[config.mk]
export PLATFORM = sky130hd
export DESIGN_NAME = ram_param
export DESIGN_NICKNAME = d
export VERILOG_FILES = /design/src/rtl/ram_param_pkg.sv /design/src/rtl/ram_param_clr_seq.sv /design/src/rtl/ram_param.sv
export SDC_FILE = /design/constraint.sdc
export NUM_CORES = 1
export LEC_CHECK = 0
export CORE_MARGIN = 4
export CORE_UTILIZATION = 50
export CTS_CLUSTER_SIZE = 8
export DETAILED_ROUTE_END_ITERATION = 7
export HOLD_SLACK_MARGIN = 0.03
export PLACE_DENSITY = 0.69
export SLEW_MARGIN = 5
export SYNTH_ARGS = -nofsm -noshare
export SYNTH_HDL_FRONTEND = slang
export SYNTH_SLANG_ARGS = --single-unit
[constraint.sdc]
create_clock -name clk -period 4 [get_ports clk]
set_input_delay 0.8 -clock clk [delete_from_list [all_inputs] [get_ports clk]]
set_output_delay 0.8 -clock clk [all_outputs]
set_load 0.02 [all_outputs]
[src/rtl/ram_param_pkg.sv]
// Shared types and constants for the parametrised scratch RAM.
// Holds the clear FSM state enum, default sizes and the parity helper.
package ram_param_pkg;

  localparam int DEF_DATA_W = 16;
  localparam int DEF_ADDR_W = 6;
  localparam int DEF_DEPTH  = 64;
  localparam int PAR_MAX_W  = 64;

  typedef enum logic {
    ST_IDLE  = 1'b0,
    ST_CLEAR = 1'b1
  } state_t;

  // Even-parity bit: makes the XOR of data plus bit zero.
  function automatic logic parity(
    input logic [PAR_MAX_W-1:0] d
  );
    return ^d;
  endfunction

endpackage

[src/rtl/ram_param_clr_seq.sv]
// Clear sequencer: walks every word once after reset or on clr.
// Ports: clk, rst_n, clr in; clr_we, clr_addr, busy out.
module ram_param_clr_seq
  import ram_param_pkg::*;
#(
  parameter int ADDR_W = DEF_ADDR_W,
  parameter int DEPTH  = DEF_DEPTH
) (
  input  logic              clk,
  input  logic              rst_n,
  input  logic              clr,
  output logic              clr_we,
  output logic [ADDR_W-1:0] clr_addr,
  output logic              busy
);

  localparam logic [ADDR_W-1:0] LAST =
    ADDR_W'(DEPTH - 1);

  state_t            state, state_nx;
  logic [ADDR_W-1:0] cnt, cnt_nx;

  always_ff @(posedge clk or negedge rst_n) begin
    if (!rst_n) begin
      state <= ST_CLEAR;
      cnt   <= '0;
    end else begin
      state <= state_nx;
      cnt   <= cnt_nx;
    end
  end

  always_comb begin
    state_nx = state;
    cnt_nx   = cnt;
    unique case (state)
      ST_CLEAR: begin
        if (cnt == LAST) begin
          state_nx = ST_IDLE;
          cnt_nx   = '0;
        end else begin
          cnt_nx = cnt + 1'b1;
        end
      end
      ST_IDLE: begin
        if (clr) begin
          state_nx = ST_CLEAR;
          cnt_nx   = '0;
        end
      end
      default: begin
        state_nx = ST_CLEAR;
        cnt_nx   = '0;
      end
    endcase
  end

  assign busy     = (state == ST_CLEAR);
  assign clr_we   = busy;
  assign clr_addr = cnt;

endmodule

[src/rtl/ram_param.sv]
// Single-port sync RAM, registered read, hardware clear after reset/clr.
// Ports: clk rst_n clr en we addr wdata -> rdata rvalid oor busy [perr].
// Optional macro RAM_PARITY_EN adds per-word even parity and perr.
module ram_param
  import ram_param_pkg::*;
#(
  parameter int DATA_W = DEF_DATA_W,
  parameter int ADDR_W = DEF_ADDR_W,
  parameter int DEPTH  = DEF_DEPTH
) (
  input  logic              clk,
  input  logic              rst_n,
  input  logic              clr,
  input  logic              en,
  input  logic              we,
  input  logic [ADDR_W-1:0] addr,
  input  logic [DATA_W-1:0] wdata,
  output logic [DATA_W-1:0] rdata,
  output logic              rvalid,
  output logic              oor,
  output logic              busy
`ifdef RAM_PARITY_EN
  ,
  output logic              perr
`endif
);

`ifdef RAM_PARITY_EN
  localparam int MW = DATA_W + 1;
`else
  localparam int MW = DATA_W;
`endif

  localparam logic [ADDR_W:0] DEPTH_V =
    (ADDR_W+1)'(DEPTH);

  logic              clr_we;
  logic [ADDR_W-1:0] clr_addr;
  logic [MW-1:0]     mem [DEPTH];
  logic [MW-1:0]     wword;
  logic [MW-1:0]     rword;
  logic              inr;
  logic              acc;
  logic              rd;

  ram_param_clr_seq #(
    .ADDR_W (ADDR_W),
    .DEPTH  (DEPTH)
  ) u_seq (
    .clk      (clk),
    .rst_n    (rst_n),
    .clr      (clr),
    .clr_we   (clr_we),
    .clr_addr (clr_addr),
    .busy     (busy)
  );

  assign inr = ({1'b0, addr} < DEPTH_V);
  assign acc = en && !busy;
  assign rd  = acc && !we;

`ifdef RAM_PARITY_EN
  assign wword = {parity(PAR_MAX_W'(wdata)), wdata};
`else
  assign wword = wdata;
`endif

  assign rword = mem[addr];

  // Storage has no reset; the clear walk defines it.
  always_ff @(posedge clk) begin
    if (clr_we)
      mem[clr_addr] <= '0;
    else if (acc && we && inr)
      mem[addr] <= wword;
  end

  always_ff @(posedge clk or negedge rst_n) begin
    if (!rst_n) begin
      rdata  <= '0;
      rvalid <= 1'b0;
      oor    <= 1'b0;
    end else begin
      rvalid <= rd;
      oor    <= acc && !inr;
      if (rd)
        rdata <= inr ? rword[DATA_W-1:0] : '0;
    end
  end

`ifdef RAM_PARITY_EN
  always_ff @(posedge clk or negedge rst_n) begin
    if (!rst_n)
      perr <= 1'b0;
    else
      perr <= rd && inr &&
        (parity(PAR_MAX_W'(rword[DATA_W-1:0]))
         != rword[DATA_W]);
  end
`endif

endmodule

==> impl_metrics.sql <==
INSERT INTO impl_metrics (metric_group, metric, value, unit) VALUES
('global_route', 'met1_usage', '0.320', ''),
('synthesis', 'synth_area_leader_cell', 'edfxtp_1', ''),
('cts', 'cts.htree.levels', '4', ''),
('setup_path', 'critPathTopFamily', 'simple AND/OR/NAND/NOR gates', ''),
('routing', 'detailedRoute.firstIterationViolations', '2754', ''),
('cts', 'holdBufCountCts', '0', ''),
('job', 'maxCapViolCount', '0', ''),
('finish', 'multiInputGateArea', '8690', 'um2'),
('pwr', 'seq_power_share', '0.492', ''),
('pwr', 'power.internal', '0.0202', 'W'),
('synthesis', 'synth_seq_cells', '1048', ''),
('pwr', 'power_switching_share', '0.230', ''),
('synthesis', 'synth_area', '40600', 'um2'),
('hold_path', 'hold_class', 'input pin to asynchronous set/reset pin', ''),
('global_route', 'initial_antenna_violation_count', '3', ''),
('cts', 'clock_latency', '0.72', 'ns'),
('global_route', 'grt_first_pass_wirelength', '143', 'mm'),
('synthesis', 'synth.distinct_cells', '36', ''),
('finish', 'post-route-cell-area', '47600', 'um2'),
('pwr', 'clockPowerShare', '0.426', ''),
('synthesis', 'synth-xor-area-share', '0', ''),
('placement', 'post-place-cells', '3120', ''),
('die', 'coreArea', '80400', 'um2'),
('synthesis', 'largest_family_of_logic_cells_by_synthesized_area', 'multiplexers', ''),
('cts', 'cts_setup_buffers', '0', ''),
('pwr', 'power_leakage', '16.0', 'nW'),
('sta', 'max-slew-margin-rel', '0.456', ''),
('finish', 'drive_above_1_share', '0.229', ''),
('cts', 'clk_pin_slew', '0.05', 'ns'),
('finish', 'fill_cells', '5629', ''),
('global_route', 'grt_remaining_overflow', '0', ''),
('finish', 'mostFrequentLayoutCells', 'edfxtp_1 (1024), mux2i_1 (227), mux4_2 (160)', ''),
('pwr', 'power.ir.vdd_worst', '0.344', 'mV'),
('sta', 'setup_viol_count_final', '0', ''),
('synthesis', 'async_reset_ff_frac', '0.0229', ''),
('cts', 'numCtsBuffers', '149', ''),
('synthesis', 'number_of_enable_flip_flop_cells_after_synthesis', '1024', ''),
('cts', 'cts_root_buf', 'clkbuf_16', ''),
('synthesis', 'yosys-top-cells-area', 'edfxtp_1 (76%), mux4_2 (8.9%), mux2i_1 (5.6%)', ''),
('die', 'die_y', '293', 'um'),
('global_route', 'grt_busiest_layer', 'met2', ''),
('die', 'initial_core_util', '0.505', ''),
('setup_path', 'kind_of_capture_point_of_the_worst_setup_path', 'flop', ''),
('routing', 'route.vias.total', '20800', ''),
('placement', 'hpwlAfterDp', '57.4', 'mm'),
('routing', 'drt_total_wl', '96.8', 'mm'),
('pwr', 'power_frac_comb', '0.082', ''),
('setup_path', 'list_of_cells_traversed_by_the_critical_path', 'inv_2 -> nand3_1 -> mux2i_1 -> nor2b_1 -> nand2_1 -> nor2_1 -> buf_4', ''),
('placement', 'place.gp.congestion', '0.857', ''),
('setup_path', 'start_kind', 'flop', ''),
('outcome', 'result_of_the_run', 'finished clean', ''),
('cts', 'cts-root-to-sink-buffers', '3', ''),
('pwr', 'p_sw', '0.00602', 'W'),
('global_route', 'grt_usage', '0.228', ''),
('routing', 'drc', '0', ''),
('setup_path', 'criticalPathCategory', 'flop to flop', ''),
('sta', 'period_needed', '3.32', 'ns'),
('routing', 'wl_per_cell', '29.1', 'um'),
('setup_path', 'worst_path_largest_cell_delay', '0.74', 'ns'),
('synthesis', 'synth_compound_area_frac', '0.0441', ''),
('synthesis', 'synth-main-ff-cell', 'edfxtp_1', ''),
('global_route', 'via_count_of_the_first_global_routing_pass', '21100', ''),
('routing', 'drt_pass1_iterations', '6', ''),
('sta', 'maxSlewViolCount', '0', ''),
('finish', 'syn_to_final_growth', '17.2', '%'),
('cts', 'post_cts_resized', '0', ''),
('die', 'chip_width', '293', 'um'),
('synthesis', 'syn-num-nets', '2009', ''),
('synthesis', 'ys_warn_count', '0', ''),
('global_route', 'met2_track_usage_gr', '0.357', ''),
('synthesis', 'ys_seq_area_frac', '0.773', '');
## through the flow
stage	util	setup slack (ns)	power, W	hold WS, ns
2_1_floorplan	-	0.795	0.0142	0.467
3_3_place_gp	0.540	0.278	0.0151	0.538
3_5_place_dp	0.540	0.246	0.0152	0.563
4_1_cts	0.591	0.814	0.0264	0.446
5_1_grt	0.591	0.602	0.0271	0.478
6_report	0.592	0.682	0.0262	0.476
## routing by layer
| layer | vias up | wire length, um | share of wire |
|---|---|---|---|
| li1 | 8683 | - | - |
| met1 | 10900 | 38300 | 0.40 |
| met2 | 1058 | 46200 | 0.48 |
| met3 | 186 | 9290 | 0.096 |
| met4 | 4 | 2950 | 0.031 |
| met5 | - | 27 | 0.00028 |
## power groups by stage
| stage | Sequential, W | Clock (W) | Combinational, W |
|---|---|---|---|
| 6_report | 0.0129 | 0.0112 | 0.00214 |
| 5_1_grt | 0.0129 | 0.0119 | 0.00225 |
| 4_1_cts | 0.0129 | 0.0114 | 0.00213 |
| 3_5_place_dp | 0.0131 | 0 | 0.00211 |
| 3_3_place_gp | 0.0131 | 0 | 0.00207 |
| 2_1_floorplan | 0.0130 | 0 | 0.00116 |
## logic make-up after synthesis
| family | Yosys count |
|---|---|
| other | 1 |
| buffers and inverters | 118 |
| multiplexers | 404 |
| adder cells (fa/ha/maj) | 1 |
| flip-flops | 1048 |
| AO/OA/AOI/OAI | 243 |
| AND/OR/NAND/NOR | 166 |
## synthesized netlist by cell type (all sizes together) (4+ instances only)
cell type / count
a2111oi: 16
inv: 4
mux2i: 227
a211oi: 32
nor2b: 20
mux4: 160
dfrtp: 23
a22oi: 80
a221o: 16
o21ai: 29
mux2: 17
buf: 70
a31oi: 18
a22o: 17
nand3: 23
clkbuf: 44
nor2: 73
edfxtp: 1024
nand2: 23
and2: 17
nand2b: 4
o22ai: 17
o211ai: 16
## state kept, by name, indices dropped and copies added (netlist names)
signal	count
mem	1024
rdata	16
rvalid	1
u_seq.busy	1
u_seq.clr_addr	6
## cell type report
| class | instances | area share |
|---|---|---|
| flip-flops and latches | 1048 | 0.659 |
| diodes | 1 | 0.0000526 |
| clock inverters | 14 | 0.00468 |
| clock buffers | 186 | 0.0822 |
| multi-input cells | 815 | 0.183 |
| well taps | 1060 | 0.0279 |
| repair buffers | 193 | 0.0432 |
| inverters | 4 | 0.000316 |
## worst paths after layout
path	end	startpoint	slack (ns)	cells past startpoint
setup reg to reg	mem[37][7]	u_seq.busy	0.68	7
max in group asynchronous	u_seq.busy	rst_n	3.20	2
min in group clk	u_seq.clr_addr[0]	u_seq.clr_addr[0]	0.58	1
hold reg to reg	u_seq.clr_addr[0]	u_seq.clr_addr[0]	0.58	1
setup / recovery	mem[37][7]	u_seq.busy	0.68	7
hold / removal	u_seq.clr_addr[1]	rst_n	0.48	2
(Power assumes the default switching activity.)
